===== src/rtl/v810_sysreg.sv =====
// v810_sysreg: V810 system-register file with the EP/NP exception entry sequencer.
// Serves STSR/LDSR, ALU flag writeback and RETI, and redirects fetch to handler or return PC.
module v810_sysreg #(
  parameter logic [31:0] PIR_VAL  = 32'h0000_5346,
  parameter logic [31:0] TKCW_VAL = 32'h0000_00E0
) (
  input  logic        clk,
  input  logic        res,
  input  logic [4:0]  sr_sel,
  output logic [31:0] sr_rdata,
  input  logic        sr_we,
  input  logic [31:0] sr_wdata,
  input  logic        fl_we,
  input  logic [3:0]  fl_in,
  input  logic        exc_valid,
  input  logic [15:0] exc_code,
  input  logic        exc_irq,
  input  logic [3:0]  exc_lvl,
  input  logic [31:0] exc_pc,
  output logic        exc_ack,
  input  logic        reti,
  output logic        pc_load,
  output logic [31:0] pc_out,
  output logic        irq_ok,
  output logic        fatal,
  output logic [31:0] psw
);

  typedef enum logic [4:0] {
    SR_EIPC  = 5'd0,
    SR_EIPSW = 5'd1,
    SR_FEPC  = 5'd2,
    SR_FEPSW = 5'd3,
    SR_ECR   = 5'd4,
    SR_PSW   = 5'd5,
    SR_PIR   = 5'd6,
    SR_TKCW  = 5'd7,
    SR_CHCW  = 5'd24,
    SR_ADTRE = 5'd25
  } sr_sel_t;

  typedef struct packed {
    logic c;
    logic ov;
    logic s;
    logic z;
  } aluflags_t;

  typedef struct packed {
    logic [11:0] rfu_hi;
    logic [3:0]  i;
    logic        np;
    logic        ep;
    logic        ae;
    logic        id;
    logic [1:0]  rfu_lo;
    logic [5:0]  fl;
    aluflags_t   flags;
  } psw_t;

  typedef enum logic [1:0] {
    ST_RUN,
    ST_ENTRY,
    ST_HALT
  } state_t;

  localparam logic [31:0] PSW_RESET = 32'h0000_8000;
  localparam logic [31:0] ECR_RESET = 32'h0000_FFF0;
  localparam logic [31:0] DUP_VEC   = 32'hFFFF_FFD0;

  state_t      state;
  psw_t        psw_q;
  logic [31:0] eipc_q;
  logic [31:0] eipsw_q;
  logic [31:0] fepc_q;
  logic [31:0] fepsw_q;
  logic [31:0] ecr_q;
  logic [31:0] chcw_q;
  logic [31:0] adtre_q;

  logic [3:0]  irq_next_lvl;
  logic        sr_apply;
  logic        flag_write;

  // Every PSW write path goes through here so RFU bits can never become set.
  function automatic psw_t clean_psw(input logic [31:0] value);
    psw_t p;
    p        = psw_t'(value);
    p.rfu_hi = '0;
    p.rfu_lo = '0;
    return p;
  endfunction

  assign psw          = psw_q;
  assign irq_ok       = !psw_q.id && !psw_q.ep && !psw_q.np && (exc_lvl >= psw_q.i);
  assign irq_next_lvl = (exc_lvl == 4'hF) ? 4'hF : exc_lvl + 4'd1;

  // LDSR and flag writeback lose to entry and RETI, but still land during ENTRY.
  assign sr_apply   = (state == ST_ENTRY) || ((state == ST_RUN) && !exc_valid && !reti);
  assign flag_write = fl_we && !(sr_we && (sr_sel == SR_PSW));

  always_comb begin
    sr_rdata = '0;
    case (sr_sel)
      SR_EIPC:  sr_rdata = eipc_q;
      SR_EIPSW: sr_rdata = eipsw_q;
      SR_FEPC:  sr_rdata = fepc_q;
      SR_FEPSW: sr_rdata = fepsw_q;
      SR_ECR:   sr_rdata = ecr_q;
      SR_PSW:   sr_rdata = psw_q;
      SR_PIR:   sr_rdata = PIR_VAL;
      SR_TKCW:  sr_rdata = TKCW_VAL;
      SR_CHCW:  sr_rdata = chcw_q;
      SR_ADTRE: sr_rdata = adtre_q;
      default:  sr_rdata = '0;
    endcase
  end

  always_ff @(posedge clk or posedge res) begin
    if (res) begin
      state   <= ST_RUN;
      psw_q   <= psw_t'(PSW_RESET);
      ecr_q   <= ECR_RESET;
      eipc_q  <= '0;
      eipsw_q <= '0;
      fepc_q  <= '0;
      fepsw_q <= '0;
      chcw_q  <= '0;
      adtre_q <= '0;
      exc_ack <= 1'b0;
      pc_load <= 1'b0;
      pc_out  <= '0;
      fatal   <= 1'b0;
    end else begin
      exc_ack <= 1'b0;
      pc_load <= 1'b0;

      unique case (state)
        ST_RUN: begin
          if (exc_valid) begin
            if (psw_q.np) begin
              state <= ST_HALT;
              fatal <= 1'b1;
            end else begin
              // A second exception while EP is set is the duplexed case.
              if (psw_q.ep) begin
                fepc_q        <= exc_pc;
                fepsw_q       <= psw_q;
                ecr_q[31:16]  <= exc_code;
                psw_q.np      <= 1'b1;
                pc_out        <= DUP_VEC;
              end else begin
                eipc_q        <= exc_pc;
                eipsw_q       <= psw_q;
                ecr_q[15:0]   <= exc_code;
                psw_q.ep      <= 1'b1;
                pc_out        <= {16'hFFFF, exc_code & 16'hFFF0};
              end
              psw_q.id <= 1'b1;
              psw_q.ae <= 1'b0;
              if (exc_irq) begin
                psw_q.i <= irq_next_lvl;
              end
              exc_ack <= 1'b1;
              pc_load <= 1'b1;
              state   <= ST_ENTRY;
            end
          end else if (reti) begin
            if (psw_q.np) begin
              psw_q  <= clean_psw(fepsw_q);
              pc_out <= fepc_q;
            end else begin
              psw_q  <= clean_psw(eipsw_q);
              pc_out <= eipc_q;
            end
            pc_load <= 1'b1;
          end
        end
        ST_ENTRY: state <= ST_RUN;
        ST_HALT:  state <= ST_HALT;
        default:  state <= ST_RUN;
      endcase

      if (sr_apply) begin
        if (sr_we) begin
          case (sr_sel)
            SR_EIPC:  eipc_q  <= sr_wdata;
            SR_EIPSW: eipsw_q <= sr_wdata;
            SR_FEPC:  fepc_q  <= sr_wdata;
            SR_FEPSW: fepsw_q <= sr_wdata;
            SR_PSW:   psw_q   <= clean_psw(sr_wdata);
            SR_CHCW:  chcw_q  <= sr_wdata;
            SR_ADTRE: adtre_q <= {sr_wdata[31:1], 1'b0};
            default:  ;
          endcase
        end
        if (flag_write) begin
          psw_q.flags <= aluflags_t'(fl_in);
        end
      end
    end
  end

endmodule


===== config.mk =====
export PLATFORM = sky130hd
export DESIGN_NAME = v810_sysreg
export DESIGN_NICKNAME = d
export VERILOG_FILES = /design/src/rtl/v810_sysreg.sv
export SDC_FILE = /design/constraint.sdc
export NUM_CORES = 1
export LEC_CHECK = 0
export CAP_MARGIN = 20
export CORE_ASPECT_RATIO = 0.75
export CORE_MARGIN = 2
export CORE_UTILIZATION = 30
export CTS_CLUSTER_SIZE = 25
export DETAILED_ROUTE_END_ITERATION = 8
export DONT_BUFFER_PORTS = 1
export GPL_ROUTABILITY_DRIVEN = 0
export GPL_TIMING_DRIVEN = 0
export HOLD_SLACK_MARGIN = 0.05
export MAX_ROUTING_LAYER = met4
export PLACE_DENSITY_LB_ADDON = 0.25
export SETUP_SLACK_MARGIN = 0.5
export SLEW_MARGIN = 20
export SYNTH_ARGS = -nofsm -noshare
export SYNTH_HDL_FRONTEND = slang
export SYNTH_SLANG_ARGS = --single-unit

===== constraint.sdc =====
create_clock -name clk -period 15.34 [get_ports clk]
set_input_delay 0.767 -clock clk [delete_from_list [all_inputs] [get_ports clk]]
set_output_delay 0.767 -clock clk [all_outputs]
set_load 0.05 [all_outputs]

# Word-level counts from Yosys, hierarchy flattened
# Cells that the tools add are included.
[word_totals] register_bits=292 output_inout_bits=100 word_cells=123
[classes] n_addsub=1 order_cmp=1 eq_ne=14 mux=57 n_bitwise=2 reduce_logical=23
[op_table] operator="32-bit 2-to-1 mux" n=37
[op_table] operator="32-bit case mux with 10 select lines" n=1
[op_table] operator="12-bit 2-to-1 mux" n=2
[op_table] operator="5-bit by 3-bit equality test with 1-bit output (second input constant)" n=4
[op_table] operator="20-bit 2-to-1 mux" n=1
[op_table] operator="16-bit 2-to-1 mux" n=1
[op_table] operator="8-bit 2-to-1 mux" n=2
[op_table] operator="4-bit 2-to-1 mux" n=3
[op_table] operator="3-bit AND reduction" n=4
[op_table] operator="5-bit by 2-bit equality test with 1-bit output (second input constant)" n=2
[op_table] operator="5-bit equality test (second input constant)" n=2
[op_table] operator="4-bit AND reduction" n=2
[op_table] operator="1-bit logical AND" n=7
[op_table] operator="1-bit 2-to-1 mux" n=7
[op_table] operator="1-bit logical NOT" n=6
[op_table] operator="5-bit by 1-bit equality test with 1-bit output (second input constant)" n=1
[op_table] operator="5-bit logical NOT" n=1
[op_table] operator="4-bit by 1-bit adder with 4-bit output (second input constant)" n=1
[op_table] operator="4-bit equality test (second input constant)" n=1
[op_table] operator="4-bit >= comparator" n=1
[op_table] operator="2-bit 2-to-1 mux" n=2
[op_table] operator="2-bit != test (second input constant)" n=2
[op_table] operator="2-bit case mux with 2 select lines" n=1
[op_table] operator="2-bit by 1-bit equality test with 1-bit output (second input constant)" n=1
[op_table] operator="other kinds (5)" n=6

# Depth between registers and ports, before layout
# Gate-level depths: netlist of the first run.
[depth] depth_word=10 mapped_depth=8 depth_no_buf=7

# Worst setup path after synthesis of the first run
# Ideal clock, no wire load.
[synth_path] path_kind="input to output" startpoint="input exc_lvl[0]" endpoint="output irq_ok" arrival_ns=2.840 path_slack_ns=11.733 cell_stages=7 path_buffers=0 cell_sequence="inv_1 ha_1 nand2b_1 a21o_1 a21o_1 a21oi_1 nor4_1"
[synth_via] elab_chain_cells=2
[synth_rtl] item="from (decl)" line="18" text="input logic [3:0] exc_lvl,"
[synth_rtl] item="4-bit >= comparator" line="95" text="assign irq_ok = !psw_q.id && !psw_q.ep && !psw_q.np && (exc_lvl >= psw_q.i);"
[synth_rtl] item="1-bit logical AND" line="95"
[synth_rtl] item="to (decl)" line="24" text="output logic irq_ok,"
# Every way passes these cells.

# Final worst setup path of the first run
[layout_path] startpoint="input sr_sel[4]" endpoint="output sr_rdata[15]"
[layout_via] elab_chain_cells=2
[layout_rtl] item="from (decl)" line="9" text="input logic [4:0] sr_sel,"
[layout_rtl] item="5-bit equality test (tied with other cells)" line="104" text="case (sr_sel)"
[layout_rtl] item="32-bit case mux with 10 select lines *" line="104"
[layout_rtl] item="to (decl)" line="10" text="output logic [31:0] sr_rdata,"
# Mark *: on every way between the ends. The rest lies on a longest branch, timed or not.

==> results of run 1 <==
how the worst max path moves through the flow:
stage               from                       to  slack, ns  depth (start not counted)
2_1_floorplan        res  adtre_q[10]$_DFFE_PP0P_       6.53                          1
5_1_grt        sr_sel[4]             sr_rdata[15]      10.67                          7
6_report       sr_sel[4]             sr_rdata[15]      10.74                          7
4_1_cts        sr_sel[4]             sr_rdata[15]      10.74                          7
3_5_place_dp   sr_sel[4]             sr_rdata[15]      10.74                          7
3_3_place_gp         res     eipsw_q[5]$_DFF_PP0_       2.87                          1
synth_stat cells, drive strengths merged, types with 5 or more instances:
library cell	n	area, um2
nand3	30	177.7
dfrtp	279	6982
o31ai	15	112.6
a22oi	63	473.0
nand4	10	62.56
inv	12	45.04
a221oi	10	87.58
o21ai	38	190.2
buf	56	317.8
dfstp	13	341.6
ha	5	62.56
nor3	7	35.03
nor4	5	31.28
nand2b	7	43.79
clkbuf	49	185.2
o22ai	10	62.56
a222oi	25	250.2
a21oi	152	760.7
and3	18	112.6
a31oi	10	62.56
mux2	98	1104
a21boi	11	82.58
nor2	171	661.9
mux2i	173	1732
nand2	67	251.5
logic make-up after synthesis:
logic type,share of synthesized area (%)
adder cells (fa/ha/maj),0.4332
AO/OA/AOI/OAI,15.09
buffers and inverters,3.794
AND/OR/NAND/NOR,10.34
flip-flops,50.71
multiplexers,19.63
where the power goes:
group | internal (mW) | switching, mW
registers | 1.01 | 0.438
logic | 0.248 | 0.322
clock network | 0.487 | 0.338
through the flow:
step / instance area (um2) / power, mW / cells / utilization (%) / hold slack (ns)
6_report: 16480 / 2.845 / 2065 / 34.72 / 0.3000
5_1_grt: 16480 / 2.961 / 2063 / 34.71 / 0.3079
4_1_cts: 16470 / 2.844 / 2061 / 34.68 / 0.2821
3_5_place_dp: 15350 / 2.022 / 2003 / 32.32 / 0.4746
3_3_place_gp: 15240 / 1.996 / 1999 / 32.10 / 0.4681
2_1_floorplan: 14440 / 1.783 / 1360 / - / 0.4580
sequential cells by signal, indices dropped and copies added, names as in the netlist, 2 cells and up:
name and cells:
eipc_q 32, adtre_q 31, fepsw_q 32, eipsw_q 32, fepc_q 32, chcw_q 32, pc_out 32, ecr_q 32
state 2, psw 32
layer usage:
metal | wire length [um] | global-route usage (%)
met1 | 27170 | 34.67
met2 | 26830 | 35.68
met3 | 7171 | 8.706
met4 | 1500 | 5.866
met5 | 0 | -
worst max-delay path: stages:
cell      delay (ns)
buf_2           0.23
nand3b_1        0.19
nor2_1          0.54
clkbuf_1        0.75
buf_2           0.61
a22oi_1         0.18
nand3_1         0.56
timing repair:
item / in CTS / in global routing
setup endpoints to repair: 0 / 0
endpoints found under the hold margin: 1 / 0
hold buffers: 1 / 0
gates resized for setup: 0 / 0
layout make-up:
type | count | area (um2)
clock inverter | 10 | 136.4
clock buffer | 47 | 975.9
inverter | 12 | 52.55
buffer | 105 | 504.2
fill | 4817 | 31000
sequential | 292 | 7323
timing repair buffer | 5 | 100.1
multi-input combinational | 951 | 6583
tap | 639 | 799.5
antenna | 4 | 10.01
==> impl_results.md, run 1 <==
* Hold path cells at 2
* First-pass GRT wire length at 88450 um
* Vias in the first global route at 11450
* Grt ovf at 0
* CP arrival at 3.84 ns
* Tcrit/Tclk final at 30.00%
* Vias per inst at 5.757
* Hold Path Sink: psw[9]$_DFF_PP0_
* Worst r2r dst: pc_out[27]$_DFFE_PP0P_
* Htree depth at 1
* Period minus WS final at 4.602 ns
* Final Net Count at 1503
* Height of the die at 194.0 um
* DP HPWL at 44820 um
* Max transition margin at 16.68%
* Post-CTS repair timing setup buffer count at 0
* Post-synth cell types at 56
* Via count at 11890
* Pwr per Cell Area at 172.6 nW/um2
* Top_reg_cell synth: dfrtp_1
* Crit Path Category: in2out
* Max Buffers Root-to-Sink at 3
* Clock Pin Slew Worst Setup and Hold Paths at 0.06 ns
* Final Slew Violations at 0
* Post-synthesis cell count at 1360
* Worst R2R Setup Slack at 12.46 ns
* DR pass1 iterations at 6
* DR iter-0 viols at 1506
* Nature of the critical path endpoint: output pin
* # port buffers at 0
* Lkg Pwr at 7.667 nW
* Inserted Clock Buffers at 31
* Most frequent cells in the layout: dfrtp_1 (279), mux2i_1 (173), nor2_1 (165)
* Io pins at 200
* Syn. warnings at 0
* Number of synthesized flops with an enable pin at 0
* Die area at 49930 um2
* Mapped Area at 14440 um2
* Min-delay src: sr_wdata[9]
* VDD IR max at 0.00008946 V
* Wire per inst at 30.35 um
* CTS root buf: clkbuf_16
* Fmax at 0.2173 GHz
* WL final at 62670 um
* Worst Path Required at 14.57 ns
* Synth async-reset ratio at 100.0%
* Worst Setup Start Kind: primary input
* Commonest non-fill, non-tap cell in the layout: dfrtp_1
* Layout cell share with drive strength beyond 1 at 15.61%
* DIE WIDTH at 257.4 um
* HP Class: in2reg
* Setup_tns at 0 ns
* Syn avg cell area at 10.62 um2
* Setup Skew at 0.02864 ns
* Final routed DRC violation total at 0
* Final setup viols at 0
* Remaining antenna violation count after routing at 0
* Status: finished clean
* FF-to-FF path depth at 4
* Overall Global Routing Usage at 25.27%
* Seq/Total Area, Yosys at 50.71%
* Initial antenna violation count at 3
* TritonCTS clock tree: done
* Worst Setup Slack post-DPL at 10.74 ns
* Setup ws final at 10.74 ns
* R2r startpoint: state[0]$_DFFE_PP0P_
* Slew @ Worst Pin at 1.250 ns
* Max-Cap Viols at 0
* Max FO, Critical Path at 10
* Hold Fails Final Rpt at 0
* FP Rows at 69
* Number of synthesized register bits at 292
* Post-Syn Nets at 1465
* Layout area overhead at 14.14%
* Clk_lat worst skew at 0.60 ns
* # clock sinks at 292
* Starting Density at 30.42%
* Unrepaired setup endpoints after global routing: false
* Core Box Area at 47480 um2
* Pin count of the biggest net entering global routing at 104
Power figures use the tool's default switching activity.
==> run 2: changes to the inputs <==
==> constraint.sdc (replaced) <==
create_clock -name clk -period 4.2 [get_ports clk]
set_input_delay 0.21 -clock clk [delete_from_list [all_inputs] [get_ports clk]]
set_output_delay 0.21 -clock clk [all_outputs]
set_load 0.05 [all_outputs]
==> impl_results.md, run 2 (synthesis results as in run 1) <==
* Status: finished clean (unchanged)
* Via count at 12260 (was 11890)
* Register area at 7323 um2 (unchanged)
* Final routed DRC violation total at 0 (unchanged)
* Clk_lat worst skew at 0.60 ns (about the same)
* Final Slew Violations at 0 (unchanged)
* Clock power share at 28.7% (was 29.0%)
* TritonCTS clock tree: done (unchanged)
* Layout cell share with drive strength beyond 1 at 14.83% (was 15.61%)
* Core Box Area at 47480 um2 (unchanged)
* Period minus WS final at 3.565 ns
* Inst Count DP at 2011 (was 2003)
* VDD IR max at 0.0003679 V (was 0.00008946 V)
* Post-CTS repair timing setup buffer count at 0 (unchanged)
* First-pass GRT wire length at 89870 um (was 88450 um)
* FP Rows at 69 (unchanged)
* Final setup viols at 0 (unchanged)
* Slew @ Worst Pin at 1.234 ns (was 1.250 ns)
* DR pass1 iterations at 6 (unchanged)
* Max FO, Critical Path at 10 (unchanged)
* Sequential share of power at 49.9% (was 51.0%)
* Max-Cap Viols at 0 (unchanged)
* Pin count of the biggest net entering global routing at 33 (was 104)
* WL final at 63230 um (was 62670 um)
* HP Class: in2reg (unchanged)
* Initial antenna violation count at 7 (was 3)
* Hold Fails Final Rpt at 0 (unchanged)
* Htree depth at 1 (unchanged)
* Commonest non-fill, non-tap cell in the layout: dfrtp_1 (unchanged)
* CTS root buf: clkbuf_16 (unchanged)
* Final Net Count at 1604 (was 1503)
* Nature of the critical path endpoint: output pin (unchanged)
* Worst Path Required at 3.99 ns (was 14.57 ns)
* Post-Layout Cell Count at 2169 (was 2065)
* Multi-input logic area at 6583 um2 (unchanged)
* Unrepaired setup endpoints after global routing: false (unchanged)
* Height of the die at 194.0 um (unchanged)
* NetSw at 4.090 mW (was 1.099 mW)
* DP HPWL at 45350 um (was 44820 um)
* # clock sinks at 292 (unchanged)
* Inserted Clock Buffers at 31 (unchanged)
* Max Buffers Root-to-Sink at 3 (unchanged)
* Vias per inst at 5.652 (was 5.757)
* Io pins at 200 (unchanged)
* # fillers at 4770 (was 4817)
* Wire per inst at 29.15 um (was 30.35 um)
* Overall Global Routing Usage at 25.53% (was 25.27%)
* DR iter-0 viols at 1432 (was 1506)
* Layout area overhead at 21.64% (was 14.14%)
* Crit Path Category: in2out (unchanged)
* # port buffers at 0 (unchanged)
* Remaining antenna violation count after routing at 0 (unchanged)
* Fmax at 0.2805 GHz
* Tcrit/Tclk final at 84.88%
* Vias in the first global route at 11800 (was 11450)
* Clock Pin Slew Worst Setup and Hold Paths at 0.06 ns (about the same)
* Most frequent cells in the layout: dfrtp_1 (279), mux2i_1 (173), nor2_1 (165) (unchanged)
* Worst Setup Start Kind: primary input (unchanged)
* DIE WIDTH at 257.4 um (unchanged)
* Setup Skew at 0.01782 ns (was 0.02864 ns)
* Hold WS at 0.07600 ns (was 0.3000 ns)
* Int Power at 6.493 mW (was 1.746 mW)
* Lkg Pwr at 8.122 nW (was 7.667 nW)
* Pwr per Cell Area at 602.4 nW/um2 (was 172.6 nW/um2)
* CP arrival at 3.35 ns (was 3.84 ns)
* Grt ovf at 0 (unchanged)
* Max transition margin at 17.73% (was 16.68%)
* Starting Density at 30.42% (unchanged)
* Die area at 49930 um2 (unchanged)
* Sw frac at 38.65% (was 38.63%)
* Combinational Power Share at 21.4% (was 20.0%)
run 2: cell types whose count changed in the layout (fill, tap and decap cells not counted):
cell	delta
clkbuf_8	-10
clkbuf_1	+4
buf_1	+1
buf_12	+7
clkinv_4	-1
clkbuf_2	-1
inv_6	+1
bufinv_16	+3
clkinv_2	+5
inv_8	-1
dlygate4sd3_1	+93
buf_16	+1
diode_2	+2
run 2: critical path: stages:
cell and delay, ns:
buf_2 0.21, nand3b_1 0.18, nor2_1 0.61, clkbuf_1 0.77, buf_2 0.59, a22oi_1 0.17
nand3_1 0.58
run 2: per-layer routing:
| layer | global-route usage [%] | routed length (um) | vias up |
|---|---|---|---|
| met5 | - | 0 | - |
| met4 | 5.309 | 1407 | 0 |
| met3 | 8.039 | 6819 | 96 |
| met2 | 36.94 | 27270 | 623 |
| met1 | 35.00 | 27740 | 6269 |
| li1 | - | - | 5272 |
run 2: what timing repair did:
action,4_1_cts,5_1_grt
hold endpoints to repair,371,0
hold buffers,94,0
resized for setup,0,0
run 2: final cells by class:
class                   instances  area share (%)
diodes                          6         0.08546
inverters                      12          0.2778
clock buffers                  41           4.857
plain buffers                 105           2.863
repair buffers                106           6.823
clock inverters                17           1.389
multi-input cells             951           37.47
well taps                     639           4.551
flip-flops and latches        292           41.69
run 2: power groups by stage:
| stage | combinational, mW | sequential [mW] | clock [mW] |
|---|---|---|---|
| CTS | 2.24 | 5.26 | 3.07 |
| detailed placement | 2.08 | 5.31 | 0 |
| global route | 2.46 | 5.37 | 3.18 |
| finish | 2.26 | 5.28 | 3.04 |
| floorplan | 1.55 | 4.96 | 0 |
| global placement | 1.99 | 5.29 | 0 |
run 2: per-stage QoR:
stage | TNS, ns | utilization (%) | cell area (um2) | power, mW | worst slack, ns
after floorplan | 0 | - | 14450 | 6.513 | 0.1255
after global placement | -471.81 | 32.11 | 15250 | 7.287 | -1.731
after detailed placement | 0 | 32.66 | 15510 | 7.387 | 0.6860
after CTS | 0 | 36.96 | 17550 | 10.57 | 0.6755
after global routing | 0 | 37.00 | 17570 | 11.02 | 0.6475
final | 0 | 37.00 | 17570 | 10.58 | 0.6351
run 2: path summary, 6_finish.rpt:
check,depth (start not counted),endpoint,slack (ns),from
worst max-delay path,7,sr_rdata[15],0.64,sr_sel[4]
worst min-delay path,4,psw[18]$_DFF_PP0_,0.08,exc_lvl[2]
worst max register to register,6,psw[1]$_DFF_PP0_,1.05,state[0]$_DFFE_PP0P_
worst min register to register,1,adtre_q[8]$_DFFE_PP0P_,0.49,adtre_q[8]$_DFFE_PP0P_
max in group asynchronous,6,chcw_q[5]$_DFFE_PP0P_,2.80,res
min in group asynchronous,2,pc_out[19]$_DFFE_PP0P_,0.18,res
==> run 3: changes to the inputs <==
--- a/config.mk
+++ b/config.mk
@@ -5,6 +5,7 @@
 export SDC_FILE = /design/constraint.sdc
 export NUM_CORES = 1
 export LEC_CHECK = 0
+export ABC_AREA = 1
 export CAP_MARGIN = 20
 export CORE_ASPECT_RATIO = 0.75
 export CORE_MARGIN = 2
==> constraint.sdc (replaced) <==
create_clock -name clk -period 3.5 [get_ports clk]
set_input_delay 0.175 -clock clk [delete_from_list [all_inputs] [get_ports clk]]
set_output_delay 0.175 -clock clk [all_outputs]
set_load 0.05 [all_outputs]
==> impl_results.md, run 3 <==
* Number of synthesized register bits at 292 (unchanged)
* Wire per inst at 24.33 um (was 29.15 um)
* Io pins at 200 (unchanged)
* Overall Global Routing Usage at 27.61% (was 25.53%)
* DR iter-0 viols at 1942 (was 1432)
* Final routed DRC violation total at 0 (unchanged)
* Setup_tns at 0 ns (unchanged)
* NetSw at 1.939 mW (was 4.090 mW)
* Critical path buffer and inverter count at 2 (was 3)
* FP Rows at 71 (was 69)
* Inserted Clock Buffers at 36 (was 31)
* Fmax at 0.3336 GHz
* Sequential share of power at 44.3% (was 49.9%)
* Final Net Count at 2388 (was 1604)
* CP cell instances: inv_1 > buf_1 > o21ai_0 > nor2_1 > nand3b_1 (was buf_2 > nand3b_1 > nor2_1 > clkbuf_1 > buf_2 > a22oi_1 > nand3_1)
* Period minus WS final at 2.998 ns
* R2r startpoint: psw[15]$_DFF_PP1_ (was state[0]$_DFFE_PP0P_)
* FF-to-FF path depth at 7 (was 6)
* Clock power share at 49.6% (was 28.7%)
* Worst Path Required at 3.32 ns (was 3.99 ns)
* Top cells by area, synth: dfrtp_1 (45%), nand2_1 (15%), o21ai_0 (14%) (was dfrtp_1 (48%), mux2i_1 (12%), mux2_2 (6.5%))
* Max FO, Critical Path at 10 (unchanged)
* Height of the die at 200.2 um (was 194.0 um)
* Crit Path Category: reg2out (was in2out)
* Sw frac at 24.85% (was 38.65%)
* Synth async-reset ratio at 100.0% (unchanged)
* Post-synthesis cell count at 2122 (was 1360)
* Layout area overhead at 22.19% (was 21.64%)
* Via count at 15950 (was 12260)
* Commonest non-fill, non-tap cell in the layout: nand2_1 (was dfrtp_1)
* Vias per inst at 5.363 (was 5.652)
* Max Buffers Root-to-Sink at 3 (unchanged)
* Hold Fails Final Rpt at 0 (unchanged)
* Initial antenna violation count at 9 (was 7)
* Slew @ Worst Pin at 1.208 ns (was 1.234 ns)
* # clock sinks at 292 (unchanged)
* DR pass1 iterations at 6 (unchanged)
* CP arrival at 2.82 ns (was 3.35 ns)
* Grt ovf at 0 (unchanged)
* Min-delay src: exc_irq (was exc_lvl[2])
* Tcrit/Tclk final at 85.65%
* Remaining antenna violation count after routing at 0 (unchanged)
* Pwr per Cell Area at 415.0 nW/um2 (was 602.4 nW/um2)
* Core Box Area at 50370 um2 (was 47480 um2)
* HP Class: in2reg (unchanged)
* Post-Layout Inst Area at 18810 um2 (was 17570 um2)
* Post-synth cell types at 33 (was 56)
* DP HPWL at 52570 um (was 45350 um)
* Mapped Area at 15390 um2 (was 14440 um2)
* Worst Setup Start Kind: flip-flop (was primary input)
* First-pass GRT wire length at 104900 um (was 89870 um)
* Critical path depth at 5 (was 7)
* Post-Syn Nets at 2227 (was 1465)
* Clock Pin Slew Worst Setup and Hold Paths at 0.06 ns (about the same)
* Final setup viols at 0 (unchanged)
* Status: finished clean (unchanged)
* Starting Density at 30.56% (was 30.42%)
* WL final at 72340 um (was 63230 um)
* Top_reg_cell synth: dfrtp_1 (unchanged)
* Crit path launch: psw[15]$_DFF_PP1_ (was sr_sel[4])
* Crit path capture: sr_rdata[15] (unchanged)
* Setup Skew at 0.01785 ns (was 0.01782 ns)
* Area post-placement at 16450 um2 (was 15510 um2)
* Combinational Power Share at 6.0% (was 21.4%)
* Final Slew Violations at 0 (unchanged)
* Synth area leader: dfrtp_1 (unchanged)
* Worst path top cell family by delay: buffers and inverters (unchanged)
* TritonCTS clock tree: done (unchanged)
* Max-Cap Viols at 0 (unchanged)
* CTS root buf: clkbuf_16 (unchanged)
* Total power at 7.805 mW (was 10.58 mW)
* Slowest CP cell: buf_1 (was clkbuf_1)
* Int Power at 5.865 mW (was 6.493 mW)
* Most frequent cells in the layout: nand2_1 (599), o21ai_0 (434), dfrtp_1 (278) (was dfrtp_1 (279), mux2i_1 (173), nor2_1 (165))
* Layout cell share with drive strength beyond 1 at 7.669% (was 14.83%)
* Yosys top cell area share at 45.36% (was 48.34%)
* Lkg Pwr at 8.428 nW (was 8.122 nW)
* Worst R2R Setup Slack at 0.62 ns (was 1.05 ns)
* Clk_lat worst skew at 0.56 ns (was 0.60 ns)
* VDD IR max at 0.0002956 V (was 0.0003679 V)
* Top-count cell post-synth: nand2_1 (was dfrtp_1)
* Htree depth at 2 (was 1)
* # port buffers at 0 (unchanged)
* Seq/Total Area, Yosys at 47.58% (was 50.71%)
* Worst r2r dst: pc_out[23]$_DFFE_PP0P_ (was psw[1]$_DFF_PP0_)
* Vias in the first global route at 15490 (was 11800)
* Syn. warnings at 0 (unchanged)
* Pin count of the biggest net entering global routing at 33 (unchanged)
* Nature of the critical path endpoint: output pin (unchanged)
* Max incr delay on CP at 0.69 ns (was 0.77 ns)
* Max transition margin at 19.50% (was 17.73%)
* Unrepaired setup endpoints after global routing: false (unchanged)
* DIE WIDTH at 265.5 um (was 257.4 um)
* Syn avg cell area at 7.253 um2 (was 10.62 um2)
* Die area at 53150 um2 (was 49930 um2)
* Synth cell count leaders: nand2_1 (599), o21ai_0 (434), dfrtp_1 (279) (was dfrtp_1 (279), mux2i_1 (173), nor2_1 (165))
* Number of synthesized flops with an enable pin at 0 (unchanged)
==> run 3: changes by cell type after synthesis, moves of 30 or more <==
| cell | previous run | this run |
|---|---|---|
| nand2_1 | 67 | 599 |
| o21ai_0 | 37 | 434 |
| inv_1 | 11 | 258 |
| mux2i_1 | 173 | 0 |
| a21oi_1 | 152 | 68 |
| mux2_2 | 83 | 0 |
| a22oi_1 | 63 | 0 |
| o21ai_1 | 1 | 31 |
==> run 3: through the flow <==
stage / instances / util (%) / setup slack, ns / hold slack [ns]
after floorplan: 2122 / - / -0.5395 / 0.2918
after global placement: 2779 / 32.20 / -2.410 / 0.2984
after detailed placement: 2790 / 32.66 / 0.5814 / 0.05028
after CTS: 2965 / 37.28 / 0.5634 / 0.05043
after global routing: 2973 / 37.34 / 0.5002 / 0.1079
final: 2973 / 37.34 / 0.5022 / 0.08535
==> run 3: worst min-delay path by stage <==
stage	to	cells past startpoint
after floorplan	psw[18]$_DFF_PP0_	2
after global placement	fepc_q[22]$_DFF_PP0_	2
after detailed placement	fepc_q[9]$_DFF_PP0_	1
after CTS	psw[18]$_DFF_PP0_	7
after global routing	psw[19]$_DFF_PP0_	5
final	psw[19]$_DFF_PP0_	5
==> run 3: kinds of logic (layout without fill, tap and decap cells) <==
kind of cell               count (synthesis)  after routing  share of synthesized area, %
and+or+nand+nor                          890            890                         23.75
AOI/OAI and AO/OA                        548            548                         18.05
buffers and inverters                    387            573                         10.21
DFF                                      292            292                         47.58
adders and majority gates                  5              5                        0.4065
other                                      0              8                             0
==> run 3: worst reg2reg max path, cell delays in order, from the launching register on <==
cell and delay (ns):
dfstp_2 0.71, buf_2 0.36, nand2_1 0.18, nand3_1 0.43, clkinvlp_4 0.54, clkbuf_1 0.36
nand2_1 0.15, nand2_1 0.05
==> run 3: repair_timing <==
item / CTS / global route
gates resized for setup: 0 / 13
hold buffers: 112 / 0
endpoints found under the hold margin: 431 / 0
buffers inserted: 0 / 0
endpoints found under the setup margin: 0 / 27
==> run 3: metal layers <==
metal  global-route usage [%]  vias up  part of all wire [%]
li1                         -     7086                     -
met1                    35.49     7756                    40
met2                    40.18      937                    43
met3                    8.237      166                    12
met4                    11.92        0                   4.2
met5                        -        -                     0
==> run 3: final cells by class <==
type	count	area (um2)
fill	5298	31560
sequential	292	7325
multi-input combinational	1443	6496
timing repair buffer	123	1356
clock buffer	52	1062
inverter	266	1008
tap	657	822.0
buffer	121	576.8
clock inverter	11	140.1
antenna	8	20.02
==> run 3: power by group through the flow <==
stage	Sequential [mW]	Combinational (mW)	Clock [mW]
after floorplan	3.51	0.202	0
after global placement	3.52	0.316	0
after detailed placement	3.52	0.351	0
after CTS	3.46	0.463	3.91
after global routing	3.46	0.502	4.04
final	3.46	0.471	3.87
